**config.mk**
```make
export PLATFORM = sky130hd
export DESIGN_NAME = seq_alu
export DESIGN_NICKNAME = d
export VERILOG_FILES = /design/src/rtl/seq_alu.sv
export SDC_FILE = /design/constraint.sdc
export NUM_CORES = 1
export LEC_CHECK = 0
export CAP_MARGIN = 10
export CORE_MARGIN = 2
export CORE_UTILIZATION = 50
export DETAILED_ROUTE_END_ITERATION = 16
export GPL_ROUTABILITY_DRIVEN = 0
export HOLD_SLACK_MARGIN = 0.15
export PLACE_DENSITY = 0.71
export SYNTH_ARGS = -nofsm -noshare
export SYNTH_HDL_FRONTEND = slang
export SYNTH_SLANG_ARGS = --single-unit
```
**constraint.sdc**
```tcl
create_clock -name clk -period 4.7 [get_ports clk]
set_clock_uncertainty 0.05 [all_clocks]
set_input_delay 0.94 -clock clk [delete_from_list [all_inputs] [get_ports clk]]
set_output_delay 0.94 -clock clk [all_outputs]
set_load 0.1 [all_outputs]
```
**src/rtl/seq_alu.sv**
```systemverilog
// Registered, valid/ready-handshaked integer ALU with an iterative radix-2 unsigned multiply.
// One operation in flight; single-cycle ops load their result at the accept edge.
module seq_alu #(
  parameter int WIDTH = 32
) (
  input  logic             clk,
  input  logic             rst_n,
  input  logic             in_valid,
  output logic             in_ready,
  input  logic [WIDTH-1:0] a,
  input  logic [WIDTH-1:0] b,
  input  logic [3:0]       sel,
  output logic             out_valid,
  input  logic             out_ready,
  output logic [WIDTH-1:0] out,
  output logic             flag,
  output logic             err
);
  localparam int SHW = $clog2(WIDTH);

  typedef enum logic [1:0] {IDLE, MBUSY, DONE} state_e;
  typedef enum logic [3:0] {
    OP_ADD = 4'd0, OP_SUB = 4'd1, OP_SLL = 4'd2, OP_SLT = 4'd3,
    OP_SLTU = 4'd4, OP_XOR = 4'd5, OP_SRL = 4'd6, OP_SRA = 4'd7,
    OP_OR = 4'd8, OP_AND = 4'd9, OP_MUL = 4'd10
  } op_e;

  state_e             state, state_nx;
  logic [2*WIDTH-1:0] acc;
  logic [WIDTH-1:0]   mcand;
  logic [SHW:0]       cnt;
  logic               accept, is_mul, mul_last;
  logic [WIDTH-1:0]   res;
  logic               res_flag, res_err;
  logic [WIDTH:0]     mac;

  assign in_ready  = (state == IDLE) || ((state == DONE) && out_ready);
  assign out_valid = (state == DONE);
  assign accept    = in_valid && in_ready;
  assign is_mul    = (sel == OP_MUL);
  assign mul_last  = (cnt == (SHW+1)'(WIDTH));
  // Multiplier lives in the low half of acc; each step adds mcand to the high half and shifts right.
  assign mac       = {1'b0, acc[2*WIDTH-1:WIDTH]} + {1'b0, (acc[0] ? mcand : {WIDTH{1'b0}})};

  always_comb begin
    res      = '0;
    res_flag = 1'b0;
    res_err  = 1'b0;
    case (sel)
      OP_ADD:  {res_flag, res} = {1'b0, a} + {1'b0, b};
      OP_SUB:  begin res = a - b; res_flag = (a < b); end
      OP_SLL:  res = a << b[SHW-1:0];
      OP_SLT:  res = {{(WIDTH-1){1'b0}}, ($signed(a) < $signed(b))};
      OP_SLTU: res = {{(WIDTH-1){1'b0}}, (a < b)};
      OP_XOR:  res = a ^ b;
      OP_SRL:  res = a >> b[SHW-1:0];
      OP_SRA:  res = $signed(a) >>> b[SHW-1:0];
      OP_OR:   res = a | b;
      OP_AND:  res = a & b;
      OP_MUL:  res = '0;
      default: res_err = 1'b1;
    endcase
  end

  always_ff @(posedge clk) begin
    if (!rst_n) state <= IDLE;
    else        state <= state_nx;
  end

  always_comb begin
    state_nx = state;
    case (state)
      IDLE:    if (in_valid) state_nx = is_mul ? MBUSY : DONE;
      MBUSY:   if (mul_last) state_nx = DONE;
      DONE: begin
        if (out_ready) begin
          if (in_valid) state_nx = is_mul ? MBUSY : DONE;
          else          state_nx = IDLE;
        end
      end
      default: state_nx = IDLE;
    endcase
  end

  always_ff @(posedge clk) begin
    if (!rst_n) begin
      out   <= '0;
      flag  <= 1'b0;
      err   <= 1'b0;
      acc   <= '0;
      mcand <= '0;
      cnt   <= '0;
    end else if (accept) begin
      if (is_mul) begin
        acc   <= {{WIDTH{1'b0}}, b};
        mcand <= a;
        cnt   <= '0;
      end else begin
        out  <= res;
        flag <= res_flag;
        err  <= res_err;
      end
    end else if (state == MBUSY) begin
      if (mul_last) begin
        out  <= acc[WIDTH-1:0];
        flag <= |acc[2*WIDTH-1:WIDTH];
        err  <= 1'b0;
      end else begin
        acc <= {mac, acc[WIDTH-1:1]};
        cnt <= cnt + 1'b1;
      end
    end
  end
endmodule

```
# After elaboration in Yosys (flattened, before gate mapping)
# Cells that the tools add are included.
[totals]
output_inout_bits = 36
ff_bits = 138
in_bits = 72
word_cells = 81
[classes]
n_lt_le_gt_ge = 2
n_addsub = 4
n_shift = 3
muxes = 30
n_eq_ne = 19
n_bitwise = 3
n_reduce_logical = 13
[ops]
columns = ["op", "count"]
rows = [
  ["32-bit one-hot mux with 10 select lines", 1],
  ["64-bit 2-to-1 mux", 4],
  ["32-bit 2-to-1 mux", 5],
  ["32-bit by 32-bit adder with 33-bit output", 2],
  ["32-bit less-than comparator", 2],
  ["32-bit bitwise AND", 1],
  ["32-bit bitwise OR", 1],
  ["32-bit OR reduction", 1],
  ["32-bit by 5-bit << shifter with 32-bit output", 1],
  ["32-bit by 5-bit right shift with 32-bit output", 1],
  ["32-bit by 5-bit >>> shifter with 32-bit output", 1],
  ["32-bit subtractor", 1],
  ["32-bit bitwise XOR", 1],
  ["6-bit 2-to-1 mux", 4],
  ["4-bit by 3-bit == test with 1-bit output (second input constant)", 4],
  ["4-bit == test (second input constant)", 3],
  ["2-bit 2-to-1 mux", 5],
  ["10-bit OR reduction", 1],
  ["1-bit 2-to-1 mux", 9],
  ["3-bit AND reduction", 3],
  ["4-bit by 2-bit == test with 1-bit output (second input constant)", 2],
  ["2-bit != test (second input constant)", 4],
  ["6-bit by 1-bit adder with 6-bit output (second input constant)", 1],
  ["6-bit == test (second input constant)", 1],
  ["12 further kinds", 15],
]

# Depth between registers and ports, before layout
# Gate-level depths: netlist (run 1).
[depth]
depth_word = 6
ltp_mapped = 15

# Worst setup path before layout (run 1)
# OpenSTA, ideal clock, no wires.
[synth_timing]
path_type = "input port to flip-flop"
startpoint = "in b[2]"
endpoint = "reg out[30]"
setup_slack_ns = 0.437
t_required_ns = 4.520
n_path_buf = 4
stages = 15
arrival_ns = 4.083
path_cell_list = "buf_2 -> clkinv_1 -> buf_2 -> buf_2 -> buf_2 -> ha_1 -> a211oi_1 -> o211a_1 -> or4_1 -> nand3_1 -> and2_1 -> a41oi_1 -> xnor2_1 -> a2111oi_0 -> a21oi_1"
[synth_via]
elab_chain_cells = 4
word_cells_on_any_way = 8
[synth_rtl]
columns = ["element", "line", "source"]
rows = [
  ["start, declared", "11", "input logic [WIDTH-1:0] b,"],
  ["32-bit subtractor (tied with other cells)", "51", "OP_SUB: begin res = a - b; res_flag = (a < b); end"],
  ["32-bit one-hot mux with 10 select lines *", "49", "case (sel)"],
  ["32-bit 2-to-1 mux *", "94", "if (is_mul) begin"],
  ["32-bit 2-to-1 mux *", "93", "end else if (accept) begin"],
  ["end signal, assigned", "99", "out <= res;"],
  ["end signal, assigned", "105", "out <= acc[WIDTH-1:0];"],
  ["end, declared", "15", "output logic [WIDTH-1:0] out,"],
]
# Every way passes the cells marked *; elsewhere a longest branch is shown, timed or not. The select of a mux whose other input is x is not followed.
# A chain may end at the register's enable or synchronous reset.

# Worst setup path after layout (run 1)
[layout_timing]
startpoint = "in a[0]"
endpoint = "reg out[0]"
[layout_via]
elab_chain_cells = 4
word_cells_on_any_way = 13
[layout_rtl]
columns = ["element", "line", "source"]
rows = [
  ["start, declared", "10", "input logic [WIDTH-1:0] a,"],
  ["32-bit subtractor (tied with other cells)", "51", ""],
  ["32-bit one-hot mux with 10 select lines *", "49", ""],
  ["32-bit 2-to-1 mux *", "94", ""],
  ["32-bit 2-to-1 mux *", "93", ""],
]
# Marks and branches as above.

==> impl_summary.txt, run 1 <==
----------------------------------------------------
[Power and ir drop]
  Total power consumption of the routed design ... 4180 uW
  Maximum vdd drop ... 0.2938 mV
  Leakage component of the power ... 0.007659 uW
  Power density over cell area ... 228.5 nW/um^2

[Setup path]
  Worst setup path startpoint ... a[0]
  Kind of start point of the critical path ... primary input
  Startpoint of the lowest-slack register-to-register path ... acc[0]$_SDFFE_PN0P_
  Critical Path Most Common Cell ... inv_1
  Arr. time, crit path ... 4.56 ns
  Slowest Stage Delay on Critical Path ... 0.51 ns
  Kind of end point of the critical path ... flip-flop
  Dominant delay contributor by cell family on the critical path ... compound AO/OA/AOI/OAI gates
  Data required time of the critical path ... 5.02 ns
  Crit Path Max Fanout ... 4
  Slowest library cell on the worst path ... or4_1
  Crit path buf inv count ... 3
  Path type of the worst setup path ... in2reg
  Critical Path, Cell by Cell ... clkdlybuf4s50_1 -> inv_1 -> ha_1 -> inv_1 -> fa_1 -> nor2b_1 -> o21ai_0 -> a21oi_2 -> o21ai_2 -> a41oi_1 -> o21ai_1 -> a21oi_1 -> or4_1 -> a311oi_1

[Clock tree]
  Clock root buffer master ... clkbuf_16
  CTS clk-pin slew, worst paths ... 0.07 ns
  Number of gates given a new drive strength after cts ... 0
  Clock network latency to the later pin of the worst-skew pair ... 0.47 ns
  Num Clock Sinks ... 138
  Clock buffer count from CTS ... 17
  H-tree depth ... 4
  Count of buffers added by post-CTS timing repair for setup ... 0
  Hold buffers post-CTS ... 0
  TritonCTS clock tree ... built
  Clock buffer depth ... 2

[Floorplanning]
  Count of standard-cell rows ... 65
  Initial cell density of the core ... 0.5095
  Placeable core region ... 31,640 um^2
  Die area ... 33,690 um^2
  Io pins ... 108
  Chip Width ... 183.6 um
  Die boundary height ... 183.6 um

[Synth]
  Unique cell type count in the Yosys netlist ... 84
  Sequential fraction of the synthesis area ... 0.1714
  Xor/xnor cell area share of the yosys netlist ... 0.01956
  Post-Syn Nets ... 2,374
  Area fraction of the dominant cell type after synthesis ... 0.1714
  Fraction of registers with async set or reset after synthesis ... 0
  Syn Std Cell Area ... 16,120 um^2
  Top_reg_cell synth ... dfxtp_1
  Count of yosys warnings during synthesis ... 0
  Compound-Gate Fraction of Synth Area ... 0.3196
  Largest family of logic cells by synthesized area ... compound AO/OA/AOI/OAI gates
  Proportion of synthesized area in mux cells ... 0.1139
  Synthesized-area fraction occupied by and/or/nand/nor cells ... 0.1960
  Dominant cells by area after synthesis ... dfxtp_1, ha_1, a21oi_1, nand2_1, mux4_2
  FF+latch count, synth ... 138
  Largest area contributor in the netlist ... dfxtp_1
  Post-synthesis adder-cell area fraction ... 0.1077
  Post-synthesis instance total ... 2,165
  Synthesized area per cell ... 7.445 um^2
  Number of flops mapped to enable cells by yosys ... 0

[Place]
  HPWL reported at the end of detailed placement ... 46.60 mm
  Count of port buffers added during placement ... 107

[Global route]
  Vias in the first global route ... 17.20k
  Maximum number of pins on one net before global-route repair ... 69
  Global routing usage summed across all routing layers ... 0.3723
  First-pass GRT wire length ... 97.36 mm
  Initial antenna violation count ... 1
  GR Overflow Total ... 0

[Drt]
  Final wirelength ... 63.77 mm
  Initial detailed-routing violation count ... 3,035
  Routed vias ... 18.36k
  ANT nets after route ... 0
  DR WL/cell ... 24.22 um
  DRC errors left ... 0
  First-pass DRT Iterations ... 8
  Via density ... 6.972

[Status]
  Status ... finished, final reports clean

[STA]
  Top achievable clock speed ... 236.2 MHz
  RSZ-0062 raised after global routing ... false
  Normalized max-slew margin ... 0.2148
  Number of endpoints failing setup at the final stage ... 0
  Final TNS setup ... 0 ns
  Final number of hold-violating endpoints ... 0
  Tmin final ... 4.234 ns
  Worst slew pin tran ... 1.177 ns
  Number of slew-limit violations in the final report ... 0
  Period utilisation layout ... 0.9009

[Final layout]
  Layout overhead on the synthesized area ... 13.49%
  Filler cells ... 2,970
  Most common library cell in the layout ignoring fill and taps ... nand2_1
  Ratio of cells with drive above 1 in the final layout ... 0.1014
  Layout Utilization ... 0.5782
  Nets@finish ... 2,425
  Most frequent cells in the layout ... nand2_1, a21oi_1, nor2_1, o21ai_0, dfxtp_1

[Job]
  MaxCap Viol Count ... 0

[Hold path]
  Min-delay src ... mcand[28]$_SDFFE_PN0P_
  Path type of the worst min-delay path ... reg2reg

----------------------------------------------------
-- where the power goes --
group          leakage [uW]  switching (uW)  internal [uW]
clock              0.000280             628            752
combinational       0.00626            1040            536
sequential          0.00112            22.2           1200
-- state kept, by name, indices dropped and copies added (netlist names) --
signal,flops
acc,64
err,1
mcand,32
state,2
cnt,6
out,32
flag,1
-- per-stage QoR --
step                setup WS, ns  instances  cell area (um^2)  hold WS [ns]
floorplan                 0.4373       2165             16120        0.3817
global placement          0.2207       2599             17710        0.3914
detailed placement        0.1631       2599             17710        0.3935
CTS                       0.6241       2631             18290        0.4021
global route              0.3870       2632             18290        0.4168
finish                    0.4657       2633             18290        0.4005
-- cells by family after synthesis --
kind of cell / Yosys count
AO/OA/AOI/OAI: 767
XOR/XNOR: 36
adder cells (fa/ha/maj): 137
buffers and inverters: 273
flip-flops: 138
AND/OR/NAND/NOR: 691
multiplexers: 123
-- worst reg2reg max path: stages (launching register included) --
cell and delay [ns]:
dfxtp_1 0.38, buf_4 0.25, and2_1 0.19, ha_1 0.21
inv_1 0.09, fa_1 0.21, nor2b_1 0.08, o31ai_1 0.32
a21oi_1 0.22, nor4_1 0.52, o31ai_1 0.17, buf_4 0.18
a311o_1 0.37, a31oi_1 0.24, xor2_1 0.16, o21ai_1 0.08
-- cell type report --
type	instances	area (um^2)	area share
Clock inverter	14	136.4	0.007455
Timing Repair Buffer	199	1794	0.09808
Inverter	106	397.9	0.02175
Sequential cell	138	2763	0.1510
Multi-Input combinational cell	1754	12260	0.6699
Tap cell	402	503.0	0.02749
Antenna cell	2	5.005	0.0002736
Clock buffer	18	439.2	0.02401
-- worst paths after layout --
path / to / slack, ns / cells past startpoint
setup / recovery: out[0]$_SDFFE_PN0P_ / 0.47 / 14
hold reg to reg: mcand[28]$_SDFFE_PN0P_ / 0.40 / 2
hold / removal: mcand[28]$_SDFFE_PN0P_ / 0.40 / 2
setup reg to reg: acc[61]$_SDFFE_PN0P_ / 0.87 / 15
-- per-layer routing --
layer / GRT usage / vias up / wire length, um
met5: 0 / - / 0
met4: 0.2122 / 0 / 4436
met3: 0.1165 / 344 / 8477
met2: 0.5451 / 1366 / 25640
met1: 0.4825 / 8507 / 25220
li1: - / 8141 / -
-- cells in the mapped netlist (all sizes together) (25+ instances only) --
master  instances
a211oi         30
a21o           25
a21oi         208
a221oi         30
a22oi          40
and2           43
buf            55
clkbuf        112
dfxtp         138
ha            134
inv           104
mux2i          62
mux4           45
nand2         256
nand3          42
nor2          191
nor3           33
o211a          27
o211ai         53
o21ai         146
Power figures use the tool's default switching activity.
==> run 2: changes to the inputs <==
Settings changed: PLACE_DENSITY 0.71 to 0.69.
==> run 2 against run 1 <==
Against the previous run:
- sequential share of layout area about the same
- wire length rose by 0.26%
- cell count is essentially flat
- sequential power about the same
- clock power about the same
- clock-buffer cell count shrank 1
- largest cell class unchanged
==> impl_summary.txt, run 2 (same netlist as run 1, synthesis figures left out) <==
----------------------------------------------------
[Place]
  Instance area after placement ... 17,740 um^2 (was 17,710 um^2)
  Placed insts ... 2,603 (was 2,599)
  HPWL reported at the end of detailed placement ... 47.02 mm (was 46.60 mm)
  Count of port buffers added during placement ... 107 (unchanged)

[Clock tree]
  H-tree depth ... 4 (unchanged)
  Num Clock Sinks ... 138 (unchanged)
  Clock network latency to the later pin of the worst-skew pair ... 0.47 ns (about the same)
  Hold buffers post-CTS ... 0 (unchanged)
  CTS clk-pin slew, worst paths ... 0.07 ns (about the same)
  TritonCTS clock tree ... built (unchanged)
  Clock buffer count from CTS ... 17 (unchanged)
  Clock buffer depth ... 2 (unchanged)
  Count of buffers added by post-CTS timing repair for setup ... 0 (unchanged)
  Clock root buffer master ... clkbuf_16 (unchanged)
  Number of gates given a new drive strength after cts ... 0 (unchanged)

[Floorplanning]
  Die area ... 33,690 um^2 (unchanged)
  Die boundary height ... 183.6 um (unchanged)
  Io pins ... 108 (unchanged)
  Chip Width ... 183.6 um (unchanged)
  Placeable core region ... 31,640 um^2 (unchanged)
  Initial cell density of the core ... 0.5095 (unchanged)
  Count of standard-cell rows ... 65 (unchanged)

[Final layout]
  Register name with the most flops ... acc (unchanged)
  Final non-filler cell area ... 18,330 um^2 (was 18,290 um^2)
  Most common library cell in the layout ignoring fill and taps ... nand2_1 (unchanged)
  Most frequent cells in the layout ... nand2_1, a21oi_1, nor2_1, o21ai_0, dfxtp_1 (unchanged)
  # diodes ... 0 (was 2)
  Number of flip-flops under the largest register name ... 64 (unchanged)
  Nets@finish ... 2,429 (was 2,425)
  Filler cells ... 2,973 (was 2,970)
  Ratio of cells with drive above 1 in the final layout ... 0.1030 (was 0.1014)
  Final non-filler cell total ... 2,635 (was 2,633)
  Top Registers ... acc x64, mcand x32, out x32 (unchanged)
  Layout overhead on the synthesized area ... 13.68% (was 13.49%)

[STA]
  Tmin final ... 4.262 ns (was 4.234 ns)
  RSZ-0062 raised after global routing ... false (unchanged)
  Final number of hold-violating endpoints ... 0 (unchanged)
  Top achievable clock speed ... 234.6 MHz (was 236.2 MHz)
  Final TNS setup ... 0 ns (unchanged)
  Worst slew pin tran ... 1.021 ns (was 1.177 ns)
  Period utilisation layout ... 0.9068 (was 0.9009)
  Normalized max-slew margin ... 0.3173 (was 0.2148)
  Number of endpoints failing setup at the final stage ... 0 (unchanged)
  Number of slew-limit violations in the final report ... 0 (unchanged)

[Drt]
  ANT nets after route ... 0 (unchanged)
  DR WL/cell ... 24.26 um (was 24.22 um)
  Routed vias ... 18.33k (was 18.36k)
  First-pass DRT Iterations ... 8 (unchanged)
  Via density ... 6.956 (was 6.972)
  DRC errors left ... 0 (unchanged)
  Final wirelength ... 63.93 mm (was 63.77 mm)
  Initial detailed-routing violation count ... 3,118 (was 3,035)

[Setup path]
  Data required time of the critical path ... 5.02 ns (about the same)
  Kind of start point of the critical path ... primary input (unchanged)
  Crit Path Max Fanout ... 4 (unchanged)
  Path type of the worst setup path ... in2reg (unchanged)
  Arr. time, crit path ... 4.58 ns (was 4.56 ns)
  Kind of end point of the critical path ... flip-flop (unchanged)

[Power and ir drop]
  Total power consumption of the routed design ... 4215 uW (was 4180 uW)
  Power density over cell area ... 230.0 nW/um^2 (was 228.5 nW/um^2)
  Maximum vdd drop ... 0.2844 mV (was 0.2938 mV)
  Leakage component of the power ... 0.007678 uW (was 0.007659 uW)

[Global route]
  Vias in the first global route ... 16.93k (was 17.20k)
  GR Overflow Total ... 0 (unchanged)
  First-pass GRT wire length ... 98.01 mm (was 97.36 mm)
  Maximum number of pins on one net before global-route repair ... 79 (was 69)
  Global routing usage summed across all routing layers ... 0.3734 (was 0.3723)
  Initial antenna violation count ... 0 (was 1)

[Status]
  Status ... finished, final reports clean (unchanged)

[Job]
  MaxCap Viol Count ... 0 (unchanged)

[Hold path]
  Path type of the worst min-delay path ... reg2reg (unchanged)

----------------------------------------------------
[run 2: stage by stage]
stage	setup slack, ns	hold slack, ns	util
after floorplan	0.4373	0.3817	-
after global placement	0.2331	0.3912	0.5608
after detailed placement	0.1396	0.3921	0.5608
after CTS	0.5973	0.4017	0.5792
after global routing	0.2729	0.4182	0.5792
final	0.4383	0.4023	0.5792
[run 2: routing by layer]
layer | part of all wire | wire length [um] | track usage | vias up
met5 | 0 | 0 | 0 | -
met4 | 0.060 | 3836 | 0.1907 | 0
met3 | 0.13 | 8538 | 0.1175 | 262
met2 | 0.41 | 26200 | 0.5458 | 1337
met1 | 0.40 | 25360 | 0.4926 | 8590
li1 | - | - | - | 8141
[run 2: path summary, 6_finish.rpt]
check                                       startpoint                      to  slack [ns]  depth (start not counted)
worst max-delay path                              a[0]     out[0]$_SDFFE_PN0P_        0.44                         14
worst min-delay path            mcand[11]$_SDFFE_PN0P_  mcand[11]$_SDFFE_PN0P_        0.40                          2
worst max register to register     acc[0]$_SDFFE_PN0P_    acc[62]$_SDFFE_PN0P_        0.90                         12
worst min register to register  mcand[11]$_SDFFE_PN0P_  mcand[11]$_SDFFE_PN0P_        0.40                          2
[run 2: cell type report]
class / instances / area (um^2) / share of cell area
clock inverters: 15 / 156.4 / 0.008535
flip-flops and latches: 138 / 2763 / 0.1508
inverters: 106 / 397.9 / 0.02171
multi-input cells: 1754 / 12260 / 0.6688
clock buffers: 17 / 425.4 / 0.02321
repair buffers: 203 / 1824 / 0.09955
well taps: 402 / 503.0 / 0.02745
[run 2: where the power goes]
group	leakage [uW]	switching, uW	total (uW)	internal, uW
logic	0.00628	1040	1580	540
clock network	0.000283	660	1410	750
registers	0.00112	21.5	1220	1200
total	0.00768	1720	4210	2490
[run 2: worst max-delay path, stage by stage]
cell and delay [ns]:
clkdlybuf4s50_1 0.46, inv_1 0.11, ha_1 0.17, inv_1 0.06
fa_1 0.42, nor2b_1 0.17, o21ai_0 0.30, a21oi_2 0.14
o21ai_2 0.25, a41oi_1 0.35, o21ai_1 0.26, a21oi_1 0.13
or4_1 0.51, a311oi_1 0.31
